`config.mk`:
```
export PLATFORM = sky130hd
export DESIGN_NAME = contador_varredura_erro
export DESIGN_NICKNAME = d
export VERILOG_FILES = /design/src/rtl/contador_varredura_erro.sv
export SDC_FILE = /design/constraint.sdc
export NUM_CORES = 1
export LEC_CHECK = 0
export CAP_MARGIN = 40
export CORE_MARGIN = 2
export CORE_UTILIZATION = 55
export CTS_BUF_LIST = sky130_fd_sc_hd__clkbuf_4
export DETAILED_ROUTE_END_ITERATION = 8
export PLACE_DENSITY = 0.84
export SLEW_MARGIN = 20
export SYNTH_ARGS = -nofsm -noshare
export SYNTH_HDL_FRONTEND = slang
export SYNTH_SLANG_ARGS = --single-unit
```
`constraint.sdc`:
```
create_clock -name clock -period 2.8 [get_ports clock]
set_input_delay 0.42 -clock clock [delete_from_list [all_inputs] [get_ports clock]]
set_output_delay 0.42 -clock clock [all_outputs]
set_load 0.1 [all_outputs]
```
`src/rtl/contador_varredura_erro.sv`:
```
// -----------------------------------------------------------------------------
// contador_varredura_erro
//
// Scan controller for the money-validation error display. A request on
// erro_valor starts (or restarts) a message. The message is shown for
// HOLD_FRAMES complete 4-digit scan frames, and each digit stays lit for DIV
// clock cycles. The controller drives two outputs:
//   - the 2-bit digit select feeding the error decoder, and
//   - the four active-low anodes of the multiplexed 7-segment display.
//
// Parameters:
//   DIV          clock cycles per lit digit (>= 1)
//   HOLD_FRAMES  scan frames shown per request (1..65535)
//
// Ports:
//   clock           system clock, rising edge
//   reset_n         asynchronous active-low reset
//   erro_valor      error request (pulse or level), sampled every edge
//   saida1Contador  digit-select MSB to the decoder
//   saida2Contador  digit-select LSB to the decoder
//   anodo[3:0]      active-low digit enables, bit n low = digit n lit
//   ativo           high while the message is being displayed
//
// Optional feature: define ERDI_PISCA_EN to make the message blink. The
// anodes are blanked in frames where frame-counter bit 3 is set, giving
// 8 frames on and 8 frames off. The select outputs, ativo and the total
// duration are unchanged.
// -----------------------------------------------------------------------------
module contador_varredura_erro #(
  parameter int DIV         = 50000,
  parameter int HOLD_FRAMES = 250
) (
  input  logic       clock,
  input  logic       reset_n,
  input  logic       erro_valor,
  output logic       saida1Contador,
  output logic       saida2Contador,
  output logic [3:0] anodo,
  output logic       ativo
);

  localparam int              PW         = (DIV > 1) ? $clog2(DIV) : 1;
  localparam logic [PW-1:0]   PRESC_LAST = PW'(DIV - 1);
  localparam logic [15:0]     FRAME_LOAD = 16'(HOLD_FRAMES - 1);

`ifdef ERDI_PISCA_EN
  localparam bit BLINK = 1'b1;
`else
  localparam bit BLINK = 1'b0;
`endif

  typedef enum logic {IDLE, SHOW} state_t;

  state_t        state;
  logic [PW-1:0] presc;
  logic [1:0]    digit;
  logic [15:0]   frame_cnt;

  logic [1:0]    digit_inc;
  logic [15:0]   frame_dec;

  assign digit_inc = digit + 2'd1;
  assign frame_dec = frame_cnt - 16'd1;

  // Anode pattern for a digit. The frame-counter bit 3 blanks the display
  // only when blinking is enabled.
  function automatic logic [3:0] anode_for(input logic [1:0] d, input logic f3);
    if (BLINK && f3) return 4'b1111;
    return ~(4'b0001 << d);
  endfunction

  // The outputs are registered alongside the counters and are always loaded
  // with the values that match the next digit. As a result, the select and
  // anode change on the same edge.
  // NOTE: state registers use non-blocking assignments so every register
  // samples pre-edge values, independent of statement order.
  always_ff @(posedge clock or negedge reset_n) begin
    if (!reset_n) begin
      state          <= IDLE;
      presc          <= '0;
      digit          <= '0;
      frame_cnt      <= '0;
      anodo          <= 4'b1111;
      saida1Contador <= 1'b0;
      saida2Contador <= 1'b0;
      ativo          <= 1'b0;
    end else if (erro_valor) begin
      // Entry and retrigger are identical. A retrigger also wins over a
      // frame end in the same cycle, so the block never drops to IDLE here.
      state          <= SHOW;
      presc          <= '0;
      digit          <= 2'd0;
      frame_cnt      <= FRAME_LOAD;
      anodo          <= anode_for(2'd0, FRAME_LOAD[3]);
      saida1Contador <= 1'b0;
      saida2Contador <= 1'b0;
      ativo          <= 1'b1;
    end else if (state == SHOW) begin
      if (presc != PRESC_LAST) begin
        presc <= presc + 1'b1;
      end else begin
        presc <= '0;
        if (digit != 2'd3) begin
          digit          <= digit_inc;
          anodo          <= anode_for(digit_inc, frame_cnt[3]);
          saida1Contador <= digit_inc[1];
          saida2Contador <= digit_inc[0];
        end else if (frame_cnt != 16'd0) begin
          // Frame end with frames remaining: start the next frame at digit 0.
          digit          <= 2'd0;
          frame_cnt      <= frame_dec;
          anodo          <= anode_for(2'd0, frame_dec[3]);
          saida1Contador <= 1'b0;
          saida2Contador <= 1'b0;
        end else begin
          // Last frame done: blank the display and park every counter at 0.
          state          <= IDLE;
          digit          <= 2'd0;
          anodo          <= 4'b1111;
          saida1Contador <= 1'b0;
          saida2Contador <= 1'b0;
          ativo          <= 1'b0;
        end
      end
    end
    // IDLE without a request: every register holds its value. The counters
    // are already 0 on every path into IDLE.
  end

endmodule

```
# Word level (Yosys, flattened, before mapping)
# Cells that the tools add are included.
# W data, S select, Z words.
# totals
regBits	42
latchBits	0
mem_bits_rw	0
rom_bits	0
input_bits	3
out_inout_bits	7
word_cells	59
memories	0
# classes
add_sub_neg	3
multipliers	0
div_mod_pow	0
order_cmp	0
n_eq_ne	5
shift	1
muxes	35
n_bitwise	1
reduce_logical	6
# op_table
operator	n
$mux W16	8
$mux W1	19
$add A16 B1 Y16 const B	1
$mux W4	4
$ne A16 B16 Y1 const B	1
$reduce_bool A16 Y1	1
$sub A16 B1 Y16 const B	1
$mux W2	4
$ne A2 B2 Y1 const B	4
$reduce_and A4 Y1	2
$not A4 Y4	1
$reduce_bool A2 Y1	2
$shl A1 B2 Y4 const A	1
$add A2 B1 Y2 const B	1
$reduce_and A2 Y1	1

# Depth between registers and ports, before layout
# logic_depth
ltp_word	7
ltp_mapped	9

# Worst setup path after synthesis
# OpenSTA, ideal clock, no wires.
# synth_path
kind	register to register
startpoint	register presc[4]
endpoint	register frame_cnt[15]
setup_time_ps	78
arrival_ps	2234
slack_ps	487
path_stages_with_launch	6
cell_sequence	dfrtp_1 or4_1 nor4_4 nand3_2 or4_1 a21oi_1
# synth_via
elab_chain_cells	3
# synth_rtl
item	line	source
start, declared	55	logic [PW-1:0] presc;
start signal, assigned	100	presc <= presc + 1'b1;
$ne A16 B16 Y1	99	if (presc != PRESC_LAST) begin
$ne A2 B2 Y1 (no source line)	n/a	
$reduce_and A4 Y1 (no source line)	n/a	
end signal, assigned	111	frame_cnt <= frame_dec;
end, declared	57	logic [15:0] frame_cnt;
# No other way between the ends.
# A chain may end at the register's enable or synchronous reset.

# Final worst setup path
# Ends and elaborated chain as after synthesis.

==> reports/summary.txt <==
Syn_nets - 244
Post-synthesis xor/xnor area fraction - 2.01%
Worst hold path class - reg -> reg
Die area - 0.00449 mm2
Placer Congestion - 0.926
CTS tree - yes
Starting density of the core - 58.3%
Multiplexer share of the synthesized area - 0.917%
Port bufs - 9
Die Ht - 67.0 um
Clock Tree Buf Depth - 2
Core area - 0.00374 mm2
Avg Cell Area, Syn - 9.29 um2
#FFs+latches synth - 40
Final Slew Violations - 0
Layout area overhead - 11.8%
Routed Wire Length - 4690 um
# IOs - 10
Int Power - 0.792 mW
Seq pwr share - 57.3%
First-pass GRT wire length - 8160 um
Cell variety after synth - 41
Largest family of logic cells by synthesized area - simple AND/OR/NAND/NOR gates
Clock power share - 38.6%
Die X - 67.0 um
Fill cells - 296
Max Freq - 396 MHz
Worst vdd ir - 224 uV
Cts repair resizes - 0
Placed cell area - 0.00235 mm2
Yosys Warn Count - 0
# DRC - 0
Leading cell types in the layout, fill and taps excluded - dfrtp_1 (36), nand2_1 (21), a21oi_1 (18)
Design Area, Final - 0.00244 mm2
N_diodes - 0
Register area share after synthesis - 46.1%
Routed Antenna Nets - 0
H-tree lvl count - 2
Clock sink count - 40
Pwr/cell area - 419 mW/mm2
Total number of vias - 1871
Clk root buf - clkbuf_4
CP Capture Type - flip-flop
Clk slew on worst S/H paths - 0.12 ns
Post-Synth Adder-Cell Area - 3.44%
Post-synth top area share - 41.3%
Fin crit period - 2.52 ns
Initial DRC count - 143
Leak - 0.956 nW
Most common cell after layout, fill and taps aside - dfrtp_1
Compound-Gate Fraction of Synth Area - 15.8%
Drt wl/cell - 15.7 um
Inserted Clock Buffers - 5
Arr. time, crit path - 2.82 ns
Status - complete, no violations
Initial antenna violation count - 0
CP max FO - 19
Fin crit share - 90.2%
Max Cap Viol - 0
Setup Viol. Count Final - 0
Worst-Margin Slew - 0.637 ns
Number of global-route vias before repair - 1760
Sw Share - 22.5%
Worst R2R Path Depth - 5
Psw - 0.230 mW
Synth Area in Simple Gates - 28.7%
Worst EP required - 3.10 ns
Synth area leader - dfrtp_1
Kind of critical path - reg -> reg
Clock Latency Late Sink - 0.36 ns
Synth top area cells - dfrtp_1 (41%), dfstp_2 (4.8%), a21oi_1 (4.1%)
Ratio of cells with drive above 1 in the final layout - 14.7%
Final setup TNS - 0 ns
Synth Cell Area - 0.00218 mm2
Comb power frac - 4.0%
Hold depth - 2
Std cell rows - 22
Hold Vio Cnt, Final - 0
Total gr overflow - 0
Largest net degree at the start of global routing - 35
Startpoint Class - flip-flop
Setup Skew - 0.00944 ns
Syn Inst Count - 235
RSZ-0062 raised after global routing - no
Total iterations of the first detailed-routing run - 4
Detail Placement HPWL - 3260 um
Nets - 259
All-Layer GR Usage - 24.2%
Vias per std cell - 6.26
Slew margin rel. - 57.2%
power by group through the flow:
stage	clock [mW]	combinational, mW	sequential [mW]
5_1_grt	0.422	0.0470	0.587
3_3_place_gp	0	0.0356	0.597
3_5_place_dp	0	0.0410	0.597
2_1_floorplan	0	0.0167	0.596
4_1_cts	0.395	0.0422	0.586
6_report	0.395	0.0413	0.586
synth_stat cells (all sizes together):
library cell   n
nor4           7
nand2b         2
xnor2          3
nor4b          1
o31ai         12
or2            4
mux2i          2
inv            9
a21o           2
a22o           2
nor2          14
o41ai          1
or3b           1
nand4          5
a311oi         1
a21oi         18
nand2         21
nand4bb        1
or4b           1
and2           1
ha             6
nor3          12
nand3         15
a41oi          2
o211ai         3
dfstp          4
or3           10
a211oi         1
a31oi          2
o21ai          8
nor2b          2
dfrtp         36
or4           12
o22ai          1
buf            1
and3           2
clkbuf         8
xor2           2
worst paths after layout:
path / to / from / slack, ns
min in group asynchronous: frame_cnt[1] / reset_n / 0.53
max: frame_cnt[15] / presc[4] / 0.28
min reg2reg: ativo / ativo / 0.52
max in group asynchronous: anodo[0] / reset_n / 1.74
min: ativo / ativo / 0.52
max reg2reg: frame_cnt[15] / presc[4] / 0.28
cell families (layout without fill, tap and decap cells):
group / Yosys count / in the layout
adders and majority gates: 6 / 6
buffers and inverters: 18 / 34
DFF: 40 / 40
and+or+nand+nor: 111 / 111
AOI/OAI and AO/OA: 53 / 53
muxes: 2 / 2
xor gates and xnor gates: 5 / 5
repair_timing:
item	CTS	global route
endpoints found under the hold margin	1	0
buffers inserted	0	0
hold buffers	1	0
registers in the layout (all words and copies together), names as in the netlist:
register / count
presc: 16
ativo: 1
saida2Contador: 1
state: 1
frame_cnt: 16
saida1Contador: 1
anodo: 4
stage by stage:
stage          power (mW)  setup WS (ns)  cells  hold slack, ns  utilization [%]
5_1_grt              1.06         0.0967    299           0.539             65.2
3_3_place_gp        0.632          0.353    288           0.483             61.9
6_report             1.02          0.275    299           0.515             65.2
4_1_cts              1.02          0.259    298           0.515             65.1
2_1_floorplan       0.613          0.487    235           0.124                -
3_5_place_dp        0.638          0.303    289           0.392             62.7
critical path, cell delays in order (launching register included):
cell and delay [ns]:
dfrtp_1 0.46, or4_1 0.66, nor4_4 0.33, nand3_2 0.31, or4_1 0.57, a21oi_1 0.15
final cells by class:
cell class,count,area (um2),area share (%)
Clock inverter,2,35.0,1.44
Tap cell,48,60.1,2.46
Multi-Input combinational cell,177,1110,45.6
Timing Repair Buffer,17,148,6.05
Sequential cell,40,1010,41.2
Clock buffer,6,45.0,1.85
Inverter,9,33.8,1.38
routing by layer:
layer  wire, um  track usage, %  up-vias
met2       2150            36.9       49
li1           -               -      911
met4         70            8.42        0
met5          0               0        -
met3        250            6.08        7
met1       2220            33.3      904
(Power assumes the default switching activity.)
